--- src/rtl/alu_seq_if.sv ---
// Operand/result bundle between the register-file read ports, the sequential ALU and writeback.
// Latency: none. This is wiring only.
// Backpressure: the control unit must hold off start while busy is high. A start seen during busy is dropped.
//
// Signal groups:
//   request : start, a, b, alu_op, shamt            (master -> slave)
//   status  : busy, done                            (slave  -> master)
//   result  : r, zero, overflow, carry              (slave  -> master)
// Modports:
//   master  - control unit / operand source
//   slave   - alu_seq
interface alu_seq_if #(
    parameter int WIDTH   = 32,
    parameter int SHAMT_W = 5
);
    logic               start;
    logic [WIDTH-1:0]   a;
    logic [WIDTH-1:0]   b;
    logic [3:0]         alu_op;
    logic [SHAMT_W-1:0] shamt;

    logic               busy;
    logic               done;
    logic [WIDTH-1:0]   r;
    logic               zero;
    logic               overflow;
    logic               carry;

    modport master (
        output start, a, b, alu_op, shamt,
        input  busy, done, r, zero, overflow, carry
    );

    modport slave (
        input  start, a, b, alu_op, shamt,
        output busy, done, r, zero, overflow, carry
    );
endinterface

--- src/rtl/alu_seq.sv ---
// Registered ALU with flags, iterative shift-add multiply and restoring divide.
// Latency: single-cycle ops complete 1 clock after acceptance; mul/div (b!=0) complete WIDTH+1 clocks after acceptance.
// Backpressure: busy is high while mul/div iterate. start is sampled only when busy is low, including the done cycle.
//
// Ports:
//   clk    - rising-edge clock
//   rst_n  - asynchronous active-low reset. It aborts any operation in flight and no done pulse follows.
//   bus    - alu_seq_if.slave carrying:
//            start, a, b, alu_op, shamt (inputs)
//            busy, done, r, zero, overflow, carry (outputs)
// Parameters: WIDTH (>= 4), SHAMT_W (= clog2(WIDTH)).
// Build option: define ALU_SHIFT_EN to enable sll (1100) and srl (1101).
//   Without it, both opcodes decode as undefined (r=0) and shamt is ignored.
module alu_seq #(
    parameter int WIDTH   = 32,
    parameter int SHAMT_W = 5
) (
    input  logic      clk,
    input  logic      rst_n,
    alu_seq_if.slave  bus
);

    localparam int MSB   = WIDTH - 1;
    localparam int CNT_W = (WIDTH > 1) ? $clog2(WIDTH) : 1;
    localparam logic [CNT_W-1:0] LAST_ITER = CNT_W'(WIDTH - 1);

    localparam logic [3:0] OP_ADD  = 4'b0001;
    localparam logic [3:0] OP_SUB  = 4'b0010;
    localparam logic [3:0] OP_MUL  = 4'b0011;
    localparam logic [3:0] OP_DIV  = 4'b0100;
    localparam logic [3:0] OP_AND  = 4'b0101;
    localparam logic [3:0] OP_OR   = 4'b0110;
    localparam logic [3:0] OP_NOR  = 4'b0111;
    localparam logic [3:0] OP_XOR  = 4'b1000;
    localparam logic [3:0] OP_NOTB = 4'b1001;
    localparam logic [3:0] OP_NAND = 4'b1010;
    localparam logic [3:0] OP_PASS = 4'b1011;
`ifdef ALU_SHIFT_EN
    localparam logic [3:0] OP_SLL  = 4'b1100;
    localparam logic [3:0] OP_SRL  = 4'b1101;
`endif

    typedef enum logic [1:0] {
        IDLE = 2'd0,
        MUL  = 2'd1,
        DIV  = 2'd2,
        DONE = 2'd3
    } state_t;

    state_t             state;
    logic               busy_q;
    logic               done_q;
    logic [WIDTH-1:0]   r_q;
    logic               zero_q;
    logic               ovf_q;
    logic               carry_q;

    // Shared iteration datapath.
    // For mul, acc holds {partial-product high half, remaining multiplier bits}.
    // For div, acc holds {partial remainder, dividend bits that become quotient bits}.
    // opnd holds the multiplicand or the divisor.
    logic [2*WIDTH-1:0] acc;
    logic [WIDTH-1:0]   opnd;
    logic [CNT_W-1:0]   cnt;

    // ---------------------------------------------------------------
    // Single-cycle result path, evaluated on the live request inputs.
    // It is only registered on the accepting edge.
    // ---------------------------------------------------------------
    logic [WIDTH:0]     add_s;
    logic [WIDTH:0]     sub_s;
    logic [WIDTH-1:0]   sc_r;
    logic               sc_c;
    logic               sc_v;

    assign add_s = {1'b0, bus.a} + {1'b0, bus.b};
    // Bit WIDTH of the zero-extended difference is set exactly when a < b (unsigned), i.e. the borrow.
    assign sub_s = {1'b0, bus.a} - {1'b0, bus.b};

`ifndef ALU_SHIFT_EN
    // Shift amount has no consumer in this build.
    logic unused_shamt;
    assign unused_shamt = ^bus.shamt;
`endif

    always_comb begin
        sc_r = '0;
        sc_c = 1'b0;
        sc_v = 1'b0;
        case (bus.alu_op)
            OP_ADD: begin
                sc_r = add_s[MSB:0];
                sc_c = add_s[WIDTH];
                // Signed overflow: operands agree in sign and the result disagrees.
                sc_v = (bus.a[MSB] == bus.b[MSB]) && (add_s[MSB] != bus.a[MSB]);
            end
            OP_SUB: begin
                sc_r = sub_s[MSB:0];
                sc_c = sub_s[WIDTH];
                // Signed overflow: operands differ in sign and the result takes b's sign.
                sc_v = (bus.a[MSB] != bus.b[MSB]) && (sub_s[MSB] != bus.a[MSB]);
            end
            OP_DIV: begin
                // Only reached as a single-cycle op when b == 0. Saturate and flag it.
                sc_r = '1;
                sc_v = 1'b1;
            end
            OP_AND:  sc_r = bus.a & bus.b;
            OP_OR:   sc_r = bus.a | bus.b;
            OP_NOR:  sc_r = ~(bus.a | bus.b);
            OP_XOR:  sc_r = bus.a ^ bus.b;
            OP_NOTB: sc_r = ~bus.b;
            OP_NAND: sc_r = ~(bus.a & bus.b);
            OP_PASS: sc_r = bus.b;
`ifdef ALU_SHIFT_EN
            OP_SLL:  sc_r = bus.a << bus.shamt;
            OP_SRL:  sc_r = bus.a >> bus.shamt;
`endif
            default: ;
        endcase
    end

    // ---------------------------------------------------------------
    // One iteration step for each of the multi-cycle ops.
    // ---------------------------------------------------------------
    logic [WIDTH:0]     mul_sum;
    logic [2*WIDTH-1:0] mul_next;
    logic [WIDTH:0]     div_trial;
    logic [2*WIDTH-1:0] div_next;

    // Shift-add: conditionally add the multiplicand into the high half, then shift the whole accumulator right.
    // The add's carry-out shifts into the top bit.
    assign mul_sum  = {1'b0, acc[2*WIDTH-1:WIDTH]} + (acc[0] ? {1'b0, opnd} : {(WIDTH+1){1'b0}});
    assign mul_next = {mul_sum, acc[WIDTH-1:1]};

    // Restoring divide: shift the next dividend bit into the remainder, then try a subtract.
    // If it borrows, keep the shifted remainder and record a 0 quotient bit.
    assign div_trial = acc[2*WIDTH-1:WIDTH-1] - {1'b0, opnd};
    assign div_next  = div_trial[WIDTH] ? {acc[2*WIDTH-2:0], 1'b0}
                                        : {div_trial[MSB:0], acc[WIDTH-2:0], 1'b1};

    logic mul_req;
    logic div_req;

    assign mul_req = (bus.alu_op == OP_MUL);
    assign div_req = (bus.alu_op == OP_DIV) && (bus.b != '0);

    // ---------------------------------------------------------------
    // Control FSM and result registers
    // ---------------------------------------------------------------
    always_ff @(posedge clk or negedge rst_n) begin
        if (!rst_n) begin
            state   <= IDLE;
            busy_q  <= 1'b0;
            done_q  <= 1'b0;
            r_q     <= '0;
            zero_q  <= 1'b1;
            ovf_q   <= 1'b0;
            carry_q <= 1'b0;
            acc     <= '0;
            opnd    <= '0;
            cnt     <= '0;
        end else begin
            done_q <= 1'b0;
            case (state)
                // DONE behaves like IDLE for acceptance. busy is already low, so a back-to-back start is taken.
                IDLE, DONE: begin
                    state <= IDLE;
                    if (bus.start) begin
                        if (mul_req || div_req) begin
                            state  <= mul_req ? MUL : DIV;
                            busy_q <= 1'b1;
                            opnd   <= bus.b;
                            acc    <= {{WIDTH{1'b0}}, bus.a};
                            cnt    <= '0;
                        end else begin
                            r_q     <= sc_r;
                            zero_q  <= (sc_r == '0);
                            ovf_q   <= sc_v;
                            carry_q <= sc_c;
                            done_q  <= 1'b1;
                        end
                    end
                end
                MUL: begin
                    acc <= mul_next;
                    cnt <= cnt + CNT_W'(1);
                    if (cnt == LAST_ITER) begin
                        state   <= DONE;
                        busy_q  <= 1'b0;
                        done_q  <= 1'b1;
                        r_q     <= mul_next[MSB:0];
                        zero_q  <= (mul_next[MSB:0] == '0);
                        ovf_q   <= (mul_next[2*WIDTH-1:WIDTH] != '0);
                        carry_q <= 1'b0;
                    end
                end
                DIV: begin
                    acc <= div_next;
                    cnt <= cnt + CNT_W'(1);
                    if (cnt == LAST_ITER) begin
                        state   <= DONE;
                        busy_q  <= 1'b0;
                        done_q  <= 1'b1;
                        r_q     <= div_next[MSB:0];
                        zero_q  <= (div_next[MSB:0] == '0);
                        ovf_q   <= 1'b0;
                        carry_q <= 1'b0;
                    end
                end
            endcase
        end
    end

    assign bus.busy     = busy_q;
    assign bus.done     = done_q;
    assign bus.r        = r_q;
    assign bus.zero     = zero_q;
    assign bus.overflow = ovf_q;
    assign bus.carry    = carry_q;

endmodule

--- src/flat_wrapper.sv ---
// flat-port wrapper written by rule: the top's interface ports become plain ports
module alu_seq_flat 
#(
    parameter int WIDTH   = 32,
    parameter int SHAMT_W = 5
)
  (clk, rst_n, bus_start, bus_a, bus_b, bus_alu_op, bus_shamt, bus_busy, bus_done, bus_r, bus_zero, bus_overflow, bus_carry);
  alu_seq_if #(.WIDTH(WIDTH), .SHAMT_W(SHAMT_W)) bus_i ();
  input  logic clk;
  input  logic rst_n;
  input wire logic [$bits(bus_i.start)-1:0] bus_start;
  input wire logic [$bits(bus_i.a)-1:0] bus_a;
  input wire logic [$bits(bus_i.b)-1:0] bus_b;
  input wire logic [$bits(bus_i.alu_op)-1:0] bus_alu_op;
  input wire logic [$bits(bus_i.shamt)-1:0] bus_shamt;
  output wire logic [$bits(bus_i.busy)-1:0] bus_busy;
  output wire logic [$bits(bus_i.done)-1:0] bus_done;
  output wire logic [$bits(bus_i.r)-1:0] bus_r;
  output wire logic [$bits(bus_i.zero)-1:0] bus_zero;
  output wire logic [$bits(bus_i.overflow)-1:0] bus_overflow;
  output wire logic [$bits(bus_i.carry)-1:0] bus_carry;
  assign bus_i.start = bus_start;
  assign bus_i.a = bus_a;
  assign bus_i.b = bus_b;
  assign bus_i.alu_op = bus_alu_op;
  assign bus_i.shamt = bus_shamt;
  assign bus_busy = bus_i.busy;
  assign bus_done = bus_i.done;
  assign bus_r = bus_i.r;
  assign bus_zero = bus_i.zero;
  assign bus_overflow = bus_i.overflow;
  assign bus_carry = bus_i.carry;
  alu_seq #(.WIDTH(WIDTH), .SHAMT_W(SHAMT_W)) u_core (.clk(clk), .rst_n(rst_n), .bus(bus_i));
endmodule
--- config.mk ---
export PLATFORM = sky130hd
export DESIGN_NAME = alu_seq_flat
export DESIGN_NICKNAME = d
export VERILOG_FILES = /design/src/rtl/alu_seq_if.sv /design/src/rtl/alu_seq.sv /design/src/flat_wrapper.sv
export SDC_FILE = /design/constraint.sdc
export NUM_CORES = 1
export LEC_CHECK = 0
export CORE_MARGIN = 2
export CORE_UTILIZATION = 40
export CTS_CLUSTER_SIZE = 16
export DETAILED_ROUTE_END_ITERATION = 6
export MAX_ROUTING_LAYER = met4
export PLACE_DENSITY = 0.62
export SETUP_SLACK_MARGIN = 0.15
export SLEW_MARGIN = 5
export SYNTH_ARGS = -nofsm -noshare
export SYNTH_HDL_FRONTEND = slang
export SYNTH_SLANG_ARGS = --single-unit
--- constraint.sdc ---
create_clock -name clk -period 3.7 [get_ports clk]
set_clock_uncertainty 0.2 [all_clocks]
set_input_delay 0.74 -clock clk [delete_from_list [all_inputs] [get_ports clk]]
set_output_delay 0.74 -clock clk [all_outputs]
set_load 0.02 [all_outputs]
==> reports/qor.yml <==
fin_tns_setup_ns: -13.91
vias: 22600
cp_max_fo: 5
drc: 13
finalCriticalPeriod_ns: 4.31
synth_flop_cell: "dfrtp_1"
dp_slack_ns: -1.66
final.setup.worst_slack_ns: -0.609
cts_hold_buf: 0
final_hold_viol_count: 0
layout_commonest_cell: "buf_4"
dp_hpwl_um: 70700
cts_tree: "built"
die_x_um: 210
grt_max_degree: 68
viasPerCell: 6.15
start_kind: "flip-flop"
path_delay_family: "compound AO/OA/AOI/OAI gates"
r2r_slack_ns: -0.61
rsz0062_at_grt: "true"
cpMaxStageDelayCell: "dfrtp_1"
wirelength_um: 91900
cts_buffer_depth: 2
coreArea_sq_mm: 0.0419
antenna_found_initial: 7
path_cells: "buf_6 > inv_8 > buf_12 > nor2_1 > ha_1 > a21o_1 > a21o_1 > a221o_1 > and2_4 > buf_4 > nor2_4 > o31ai_4 > a211o_1 > a21oi_4 > o21ai_2 > nor4_4 > buf_4 > a311o_1 > a31oi_1"
cp.arrival_ns: 4.46
violations: "design-rule violations, negative setup slack"
async_flop_share_pct: 100
slew_headroom_pct: 43.7
yosys.area.top_type: "dfrtp_1"
dpl.cell_count: 3527
status: "finished with violations"
die_h_um: 210
yosysUniqueCellTypes: 85
drive_above_1_share_pct: 41.0
synthCells: 2297
cts-root-buf: "clkbuf_16"
p_leak_nw: 13.2
critPathCaptureType: "flip-flop"
nets: 3388
dr.pass1.iters: 7
tightest_slew_ns: 0.833
syn_area_sq_mm: 0.0170
hp-class: "in2async"
gp_congestion: 1.08
yosys_register_bits: 140
cts.clk_slew.worst_paths_ns: 0.07
gr-usage-all-layers_pct: 41.8
area_growth_pct: 65.6
synth_top_cells_by_area: "dfrtp_1 20%, ha_1 13%, a21oi_1 6.0%, o21ai_0 5.6%, nor2_1 5.3%"
grt_pass1_wl_um: 135000
critPathKind: "reg2reg"
fmax_mhz: 232
final_cell_mix: "739 x buf_4, 204 x nor2_1, 177 x nand2_1, 153 x a21oi_1, 139 x dfrtp_1"
synth_nets: 2560
initial_core_util_pct: 40.6
ir_worst_vdd_mv: 0.651
io_pins: 113
yosysWarnings: 0
final_cells: 3682
cts_sinks: 140
syn-mean-instance-area_sq_um: 7.41
yosysSeqAreaShare_pct: 20.6
cpPeakStageDelay_ns: 0.40
wire_per_inst_um: 25.0
maxSlewViolCount: 0
cts_buffers: 17
setup_violations: 44
drt_iter0_markers: 2817
num_rows: 75
netlist.area_leader.share_pct: 20.4
antenna_left: 0
gr-total-overflow: 0
htreeDepth: 4
io_buffers: 107
timing.final.crit_share_pct: 116
power_density_mw_per_mm2: 499
synth_edf_count: 0
critPathRequiredTime_ns: 3.85
die_area_sq_mm: 0.0442
first_global_vias: 21500
power.total_mw: 14.1
clk_latency_ns: 0.49
drv_cap: 0
path_buf_inv: 5
## synth_stat cells, types with 8 or more instances
master,count
a211o_1,10
a211oi_1,21
a21o_1,57
a21oi_1,204
a221o_1,10
a221oi_1,27
a222oi_1,27
a22oi_1,58
a31oi_1,39
and2_1,13
and3_1,20
buf_1,20
buf_2,19
clkbuf_1,103
dfrtp_1,139
ha_1,183
inv_1,158
mux2i_1,21
nand2_1,189
nand2b_1,22
nand3_1,23
nand4_1,21
nor2_1,242
nor2b_1,23
nor3_1,41
nor4_1,34
o211a_1,8
o211ai_1,34
o21a_1,42
o21ai_0,191
o21bai_1,12
o221ai_1,20
o22ai_1,28
o311ai_0,9
o31a_1,10
o31ai_1,17
or3_1,11
or4_1,11
xnor2_1,49
xor2_1,33
## power by group
part	internal [mW]	total (mW)	switching, mW	leakage, nW
registers	2.13	2.64	0.512	1.72
logic	4.49	9.67	5.18	11.2
clock network	0.895	1.74	0.849	0.285
total	7.52	14.1	6.54	13.2
## sequential cells by signal, indices dropped and copies added (netlist names)
register and cells:
u_core.bus.carry 1, u_core.bus.zero 1, u_core.bus.r 32, u_core.bus.busy 1, u_core.state 2, u_core.cnt 5
u_core.bus.overflow 1, u_core.bus.done 1, u_core.opnd 32, u_core.acc 64
## final timing paths
kind / startpoint / to / cells after the start
min in group clk: u_core.bus.r[9]$_DFFE_PN0P_ / u_core.bus.r[9]$_DFFE_PN0P_ / 1
max in group asynchronous: rst_n / u_core.acc[43]$_DFFE_PN0P_ / 2
hold reg to reg: u_core.bus.r[9]$_DFFE_PN0P_ / u_core.bus.r[9]$_DFFE_PN0P_ / 1
setup / recovery: u_core.acc[0]$_DFFE_PN0P_ / u_core.bus.overflow$_DFFE_PN0P_ / 19
setup reg to reg: u_core.acc[0]$_DFFE_PN0P_ / u_core.bus.overflow$_DFFE_PN0P_ / 19
hold / removal: rst_n / u_core.acc[22]$_DFFE_PN0P_ / 1
## final cells by class
| class | instances | area [sq um] |
|---|---|---|
| multi-input combinational | 1852 | 14700 |
| fill | 3465 | 13800 |
| timing repair buffer | 953 | 8110 |
| sequential | 140 | 3500 |
| tap | 539 | 674 |
| inverter | 161 | 644 |
| clock buffer | 17 | 425 |
| clock inverter | 15 | 146 |
| antenna | 5 | 12.5 |
## cell families (layout without fill, tap and decap cells)
logic type / after synthesis / after routing / synth area share (%)
XOR/XNOR: 82 / 82 / 4.22
adder cells (fa/ha/maj): 187 / 187 / 13.9
AO/OA/AOI/OAI: 878 / 878 / 34.2
AND/OR/NAND/NOR: 681 / 681 / 18.7
buffers and inverters: 305 / 1146 / 6.93
flip-flops: 140 / 140 / 20.6
multiplexers: 24 / 24 / 1.43
other: 0 / 5 / 0
## per-layer routing
layer	share of wire [%]	up-vias	track usage, %
met4	3.1	0	12.6
met3	11	175	8.75
met2	42	1219	59.5
li1	-	10200	-
met5	0	-	-
met1	44	11100	59.2
## repair_timing
action	in CTS	in global routing
resized for setup	530	205
pin swaps	139	114
setup buffers	73	37
setup endpoints to repair	68	62
gates cloned	6	2
## metrics by stage
stage | hold WS, ns | area, sq um | util, %
detailed placement | 0.279 | 24100 | 57.5
CTS | 0.0569 | 27000 | 64.4
finish | 0.0392 | 28200 | 67.2
floorplan | 0.244 | 17200 | -
global route | 0.0935 | 28200 | 67.2
global placement | 0.278 | 24100 | 57.5
Note: power is estimated with default switching activity, not from simulation.
